<file path="src/rtl/sequencer_pkg.sv">
// Shared types and constants for the instruction sequencer.
//   seq_state_e : sequencer FSM states
//   OP_*        : processor command encodings driven on `operation`
package sequencer_pkg;

  typedef enum logic [1:0] {
    IDLE      = 2'd0,
    ISSUE     = 2'd1,
    PAUSED    = 2'd2,
    RESETTING = 2'd3
  } seq_state_e;

  localparam logic [1:0] OP_NOP     = 2'b00;
  localparam logic [1:0] OP_EXECUTE = 2'b01;
  localparam logic [1:0] OP_RESET   = 2'b11;

  // Bit width needed to hold an occupancy of 0..depth inclusive.
  function automatic int unsigned count_width(input int unsigned depth);
    return $clog2(depth) + 1;
  endfunction

endpackage

</file>
<file path="src/rtl/instruction_fifo.sv">
// Instruction buffer: DEPTH x 32-bit FIFO with synchronous flush.
// Ports:
//   clk, rst_n     : clock, asynchronous active-low reset
//   flush          : empties the buffer (wins over push/pop)
//   push, wdata    : write one word (caller guarantees not full)
//   pop, rdata     : rdata shows the head entry; pop advances it
//   full, empty    : occupancy flags
//   count          : occupancy 0..DEPTH
module instruction_fifo
  import sequencer_pkg::*;
#(
  parameter int unsigned DEPTH = 8
) (
  input  logic                     clk,
  input  logic                     rst_n,
  input  logic                     flush,
  input  logic                     push,
  input  logic [31:0]              wdata,
  input  logic                     pop,
  output logic [31:0]              rdata,
  output logic                     full,
  output logic                     empty,
  output logic [$clog2(DEPTH):0]   count
);

  localparam int unsigned AW = $clog2(DEPTH);
  localparam int unsigned CW = count_width(DEPTH);

  logic [31:0]   mem_q [DEPTH];
  logic [AW-1:0] wr_ptr_q, wr_ptr_d;
  logic [AW-1:0] rd_ptr_q, rd_ptr_d;
  logic [CW-1:0] count_q, count_d;

  // DEPTH is a power of two, so pointer overflow is the modulo wrap.
  always_comb begin
    wr_ptr_d = wr_ptr_q;
    rd_ptr_d = rd_ptr_q;
    count_d  = count_q;
    if (flush) begin
      wr_ptr_d = '0;
      rd_ptr_d = '0;
      count_d  = '0;
    end else begin
      if (push) wr_ptr_d = wr_ptr_q + AW'(1);
      if (pop)  rd_ptr_d = rd_ptr_q + AW'(1);
      count_d = count_q + CW'(push) - CW'(pop);
    end
  end

  always_ff @(posedge clk or negedge rst_n) begin
    if (!rst_n) begin
      wr_ptr_q <= '0;
      rd_ptr_q <= '0;
      count_q  <= '0;
    end else begin
      wr_ptr_q <= wr_ptr_d;
      rd_ptr_q <= rd_ptr_d;
      count_q  <= count_d;
    end
  end

  always_ff @(posedge clk) begin
    if (push && !flush) mem_q[wr_ptr_q] <= wdata;
  end

  assign rdata = mem_q[rd_ptr_q];
  assign full  = (count_q == CW'(DEPTH));
  assign empty = (count_q == '0);
  assign count = count_q;

endmodule

</file>
<file path="src/rtl/instruction_sequencer.sv">
// Instruction sequencer: buffers host instructions and issues them to a
// processor one per cycle, with pause, processor-reset and flush control.
// Optional feature macro: SEQ_STEP_EN (adds `step` single-issue while paused).
// Ports:
//   clk, reset              : clock, asynchronous active-low reset
//   inValid/inInstruction   : host offer; accepted when inReady is high
//   inReady                 : buffer can accept (low when full or resetting)
//   resetReq                : pulse; flush buffer, clear count, reset processor
//   pause                   : level; blocks issue
//   step                    : (SEQ_STEP_EN) issue one word while paused
//   operation               : 00 no-op, 01 execute, 11 reset
//   nextInstruction         : issued word, 0 unless operation is 01
//   busy                    : buffer non-empty or processor reset in progress
//   fifoCount               : buffer occupancy
//   issuedCount             : instructions issued since last reset/flush
// All outputs are registered.
module instruction_sequencer
  import sequencer_pkg::*;
#(
  parameter int unsigned DEPTH        = 8,
  parameter int unsigned RESET_CYCLES = 2
) (
  input  logic                    clk,
  input  logic                    reset,
  input  logic                    inValid,
  input  logic [31:0]             inInstruction,
  output logic                    inReady,
  input  logic                    resetReq,
  input  logic                    pause,
`ifdef SEQ_STEP_EN
  input  logic                    step,
`endif
  output logic [1:0]              operation,
  output logic [31:0]             nextInstruction,
  output logic                    busy,
  output logic [$clog2(DEPTH):0]  fifoCount,
  output logic [31:0]             issuedCount
);

  localparam int unsigned CW = count_width(DEPTH);

  seq_state_e    state_q, state_d;
  logic [3:0]    rst_cnt_q, rst_cnt_d;
  logic [1:0]    op_q, op_d;
  logic [31:0]   instr_q, instr_d;
  logic          ready_q, ready_d;
  logic          busy_q, busy_d;
  logic [31:0]   issued_q, issued_d;

  logic          push, pop, flush, step_pop;
  logic          fifo_full, fifo_empty;
  logic [31:0]   fifo_rdata;
  logic [CW-1:0] fifo_count;
  logic [CW-1:0] count_nxt;

  instruction_fifo #(
    .DEPTH (DEPTH)
  ) u_fifo (
    .clk   (clk),
    .rst_n (reset),
    .flush (flush),
    .push  (push),
    .wdata (inInstruction),
    .pop   (pop),
    .rdata (fifo_rdata),
    .full  (fifo_full),
    .empty (fifo_empty),
    .count (fifo_count)
  );

`ifdef SEQ_STEP_EN
  assign step_pop = (state_q == PAUSED) && step;
`else
  assign step_pop = 1'b0;
`endif

  // Issue decisions are made from the current state and buffer, and the
  // resulting command is registered, so a word pushed at edge N is issued
  // no earlier than edge N+1.
  always_comb begin
    flush = resetReq;
    push  = inValid && ready_q && !fifo_full && !resetReq;
    pop   = !resetReq && !fifo_empty &&
            ((((state_q == IDLE) || (state_q == ISSUE)) && !pause) || step_pop);
  end

  always_comb begin
    state_d   = state_q;
    rst_cnt_d = rst_cnt_q;
    op_d      = OP_NOP;
    instr_d   = '0;
    issued_d  = issued_q;

    if (resetReq) begin
      state_d   = RESETTING;
      rst_cnt_d = 4'(RESET_CYCLES - 1);
      op_d      = OP_RESET;
      issued_d  = '0;
    end else begin
      case (state_q)
        RESETTING: begin
          if (rst_cnt_q == '0) begin
            state_d = IDLE;
          end else begin
            rst_cnt_d = rst_cnt_q - 4'd1;
            op_d      = OP_RESET;
          end
        end
        PAUSED: begin
          state_d = pause ? PAUSED : IDLE;
        end
        default: begin
          if (pop)        state_d = ISSUE;
          else if (pause) state_d = PAUSED;
          else            state_d = IDLE;
        end
      endcase

      if (pop) begin
        op_d     = OP_EXECUTE;
        instr_d  = fifo_rdata;
        issued_d = issued_q + 32'd1;
      end
    end
  end

  // inReady/busy are registered, so derive them from the post-edge occupancy.
  always_comb begin
    count_nxt = flush ? '0 : (fifo_count + CW'(push) - CW'(pop));
    ready_d   = (state_d != RESETTING) && (count_nxt != CW'(DEPTH));
    busy_d    = (count_nxt != '0) || (state_d == RESETTING);
  end

  always_ff @(posedge clk or negedge reset) begin
    if (!reset) begin
      state_q   <= IDLE;
      rst_cnt_q <= '0;
      op_q      <= OP_NOP;
      instr_q   <= '0;
      ready_q   <= 1'b0;
      busy_q    <= 1'b0;
      issued_q  <= '0;
    end else begin
      state_q   <= state_d;
      rst_cnt_q <= rst_cnt_d;
      op_q      <= op_d;
      instr_q   <= instr_d;
      ready_q   <= ready_d;
      busy_q    <= busy_d;
      issued_q  <= issued_d;
    end
  end

  assign inReady         = ready_q;
  assign operation       = op_q;
  assign nextInstruction = instr_q;
  assign busy            = busy_q;
  assign fifoCount       = fifo_count;
  assign issuedCount     = issued_q;

endmodule

</file>
<file path="config.mk">
export PLATFORM = sky130hd
export DESIGN_NAME = instruction_sequencer
export DESIGN_NICKNAME = d
export VERILOG_FILES = /design/src/rtl/sequencer_pkg.sv /design/src/rtl/instruction_fifo.sv /design/src/rtl/instruction_sequencer.sv
export SDC_FILE = /design/constraint.sdc
export NUM_CORES = 1
export LEC_CHECK = 0
export CELL_PAD_IN_SITES_DETAIL_PLACEMENT = 2
export CELL_PAD_IN_SITES_GLOBAL_PLACEMENT = 2
export CORE_MARGIN = 2
export CORE_UTILIZATION = 44
export DETAILED_ROUTE_END_ITERATION = 7
export HOLD_SLACK_MARGIN = 0.15
export PLACE_DENSITY = 0.85
export SYNTH_ARGS = -nofsm -noshare
export SYNTH_HDL_FRONTEND = slang
export SYNTH_SLANG_ARGS = --single-unit
</file>
<file path="constraint.sdc">
create_clock -name clk -period 4.95 [get_ports clk]
set_input_delay 0.99 -clock clk [delete_from_list [all_inputs] [get_ports clk]]
set_output_delay 0.99 -clock clk [all_outputs]
set_load 0.02 [all_outputs]
</file>
==> metrics.yaml <==
cts_tree: "built"
synth-edff-count: 256
final.min_clock_period_ns: 3.66
synth_top_area_share_pct: 58.0
switching_share_pct: 22.9
viasPerCell: 5.75
netlist_area_um2: 13200
clockBufferDepth: 3
finClkSkew_ns: 0.0258
final_layout_size_suffix_gt1_share_pct: 17.6
p_int_uw: 5020
cts_hold_buffers: 0
clk_latency_ns: 0.52
io_buffers: 108
gr-total-overflow: 0
post-cts-setup-buffer-count: 0
nNetsFinal: 908
holdPathStages: 1
synthCells: 732
ys_seq_area_share_pct: 73.9
gp_congestion: 0.728
cts_resized: 0
nFillCells: 2607
firstDrtPassIters: 5
yosysUniqueCellTypes: 35
row_count: 63
ys_ff_latch: 340
crit_buf_inv: 4
area_delta_synth_final_pct: 21.0
pwr-share-seq_pct: 49.5
peakVddDrop_mv: 0.454
num_vias: 7345
cts.clk_slew.worst_paths_ns: 0.07
cts_htree_levels: 2
worstHoldPathType: "flop to flop"
hold_viol: 0
p_sw_uw: 1490
critPathTopFamily: "adder cells"
rsz0062_at_grt: "false"
path_depth: 14
post-route-util_pct: 54.1
layout_common_cells: "256 x edfxtp_1, 106 x clkdlybuf4s50_1, 81 x dfrtp_1"
p_comb_share_pct: 9.2
syn_nets: 781
grt_pass1_vias: 8271
io_pins: 109
initial_utilization_pct: 44.7
die_y_um: 178
antenna_found_initial: 0
synth_top_cell_by_area: "edfxtp_1"
cts_root_buffer: "clkbuf_16"
fmax_ghz: 0.273
globalRouteTotalUtil_pct: 22.8
crit_arrival_ns: 4.02
powerDensity_nw_per_um2: 406
startpoint_type: "flop"
n_antenna_cell: 0
yosysWarnings: 0
cp.required_ns: 5.31
critPathMaxStageDelay_ns: 0.49
grt_max_degree: 56
wl_per_cell_um: 26.9
max_slew.worst_pin.slew_ns: 1.24
cts_buffers: 37
dp_hpwl_um: 21100
ant_nets: 0
slew_violations: 0
synth.top_cells.by_area: "edfxtp_1 58%, dfrtp_1 16%, mux4_2 11%"
drt_iter0_markers: 440
die_area_um2: 31500
finalCritPeriodShare_pct: 73.9
regArea_um2: 9800
core_um2: 29600
setup_viol: 0
multi_input_area_um2: 3340
cts.sinks: 340
grt_pass1_wl_um: 53100
worstPathMaxFanout: 34
totalPowerFinal_uw: 6510
worstSetupEndpointType: "flop"
fin_setup_tns_ns: 0
path_class: "flop to flop"
p_clk_share_pct: 41.3
slew_headroom_pct: 17.3
worst-r2r-cell-count: 14
path_cells: "inv_1 > ha_1 > or3b_2 > nand2_2 > buf_4 > inv_1 > ha_1 > inv_1 > ha_1 > fa_1 > o21bai_1 > o21ai_0 > nor3_1 > o21ai_0"
drc_errors: 0
max_cap_violations: 0
wirelength_um: 34400
slowest_stage: "or3b_2"
holdWs_ns: 0.538
leakagePower_uw: 0.00531
syn_area_per_cell_um2: 18.1
yosys_most_used_dff: "edfxtp_1"
ys_async_sr_fraction_pct: 24.7
die_w_um: 178
layout_commonest_cell: "edfxtp_1"
outcome: "finished, final reports clean"
## sequential cells by signal (all words and copies together) (netlist names), 3 cells and up
register,cells
u_fifo.mem_q,256
u_fifo.count,4
u_fifo.rd_ptr_q,3
rst_cnt_q,4
issuedCount,32
u_fifo.wr_ptr_q,3
nextInstruction,32
## power groups by stage
stage          Combinational (uW)  Clock [uW]  Sequential [uW]
6_report                      601        2690             3220
5_1_grt                       658        2840             3230
4_1_cts                       613        2750             3220
3_5_place_dp                  605           0             3280
3_3_place_gp                  560           0             3270
2_1_floorplan                 324           0             3280
## per-layer routing
metal / global-route usage, % / routed length (um) / vias up
met5: 0 / 0 / -
met4: 5.40 / 655 / 0
met3: 3.28 / 1350 / 47
met2: 39.0 / 17600 / 201
met1: 30.9 / 14800 / 3959
li1: - / - / 3138
## kinds of logic (layout without fill, tap and decap cells)
group	count (synthesis)	after routing	synth area share (%)
buf+inv	47	202	1.34
compound gates	53	53	2.29
fa+ha+maj	12	12	1.19
simple gates	164	164	6.52
flops	340	340	73.9
xor+xnor	11	11	0.727
mux	105	105	14.0
## synth_stat cells (2+ instances only)
master    number
a21oi_1       23
nor4b_1        2
nand4_1       10
or3_1         11
or4_1         18
nor3b_1        3
nor4_1         6
nor3_1         6
edfxtp_1     256
inv_1         13
or3b_2         3
xor2_1         4
nor2_1        59
o31ai_1       12
nor2b_1        6
ha_1          11
nand3_1        9
and4_1         3
o21ai_0       15
dfrtp_1       84
nand2_1       20
mux2_2         7
nand2b_1       6
mux4_2        64
mux2i_1       34
clkbuf_1      24
xnor2_1        7
buf_1          9
## final timing paths
check	from	end	slack (ns)
worst min-delay path	issuedCount[31]	issuedCount[31]	0.54
max in group asynchronous	reset	nextInstruction[15]	3.43
worst min register to register	issuedCount[31]	issuedCount[31]	0.54
worst max register to register	u_fifo.count[2]	busy	1.29
worst max-delay path	u_fifo.count[2]	busy	1.29
min in group asynchronous	reset	issuedCount[31]	0.59
## layout make-up
type                    count  share of cell area [%]
well taps                 390                    3.04
multi-input cells         345                    20.8
inverters                  13                   0.304
repair buffers            122                    7.35
flip-flops and latches    340                    61.1
clock buffers              53                    6.40
clock inverters            14                   0.929
## through the flow
| stage | setup WS [ns] | std cells | cell area, um2 |
|---|---|---|---|
| after floorplan | 0.598 | 732 | 13200 |
| after global placement | 1.04 | 1210 | 14900 |
| after detailed placement | 0.795 | 1210 | 14900 |
| after CTS | 1.24 | 1277 | 16000 |
| after global routing | 0.990 | 1277 | 16000 |
| final | 1.29 | 1277 | 16000 |
Power figures use the tool's default switching activity.
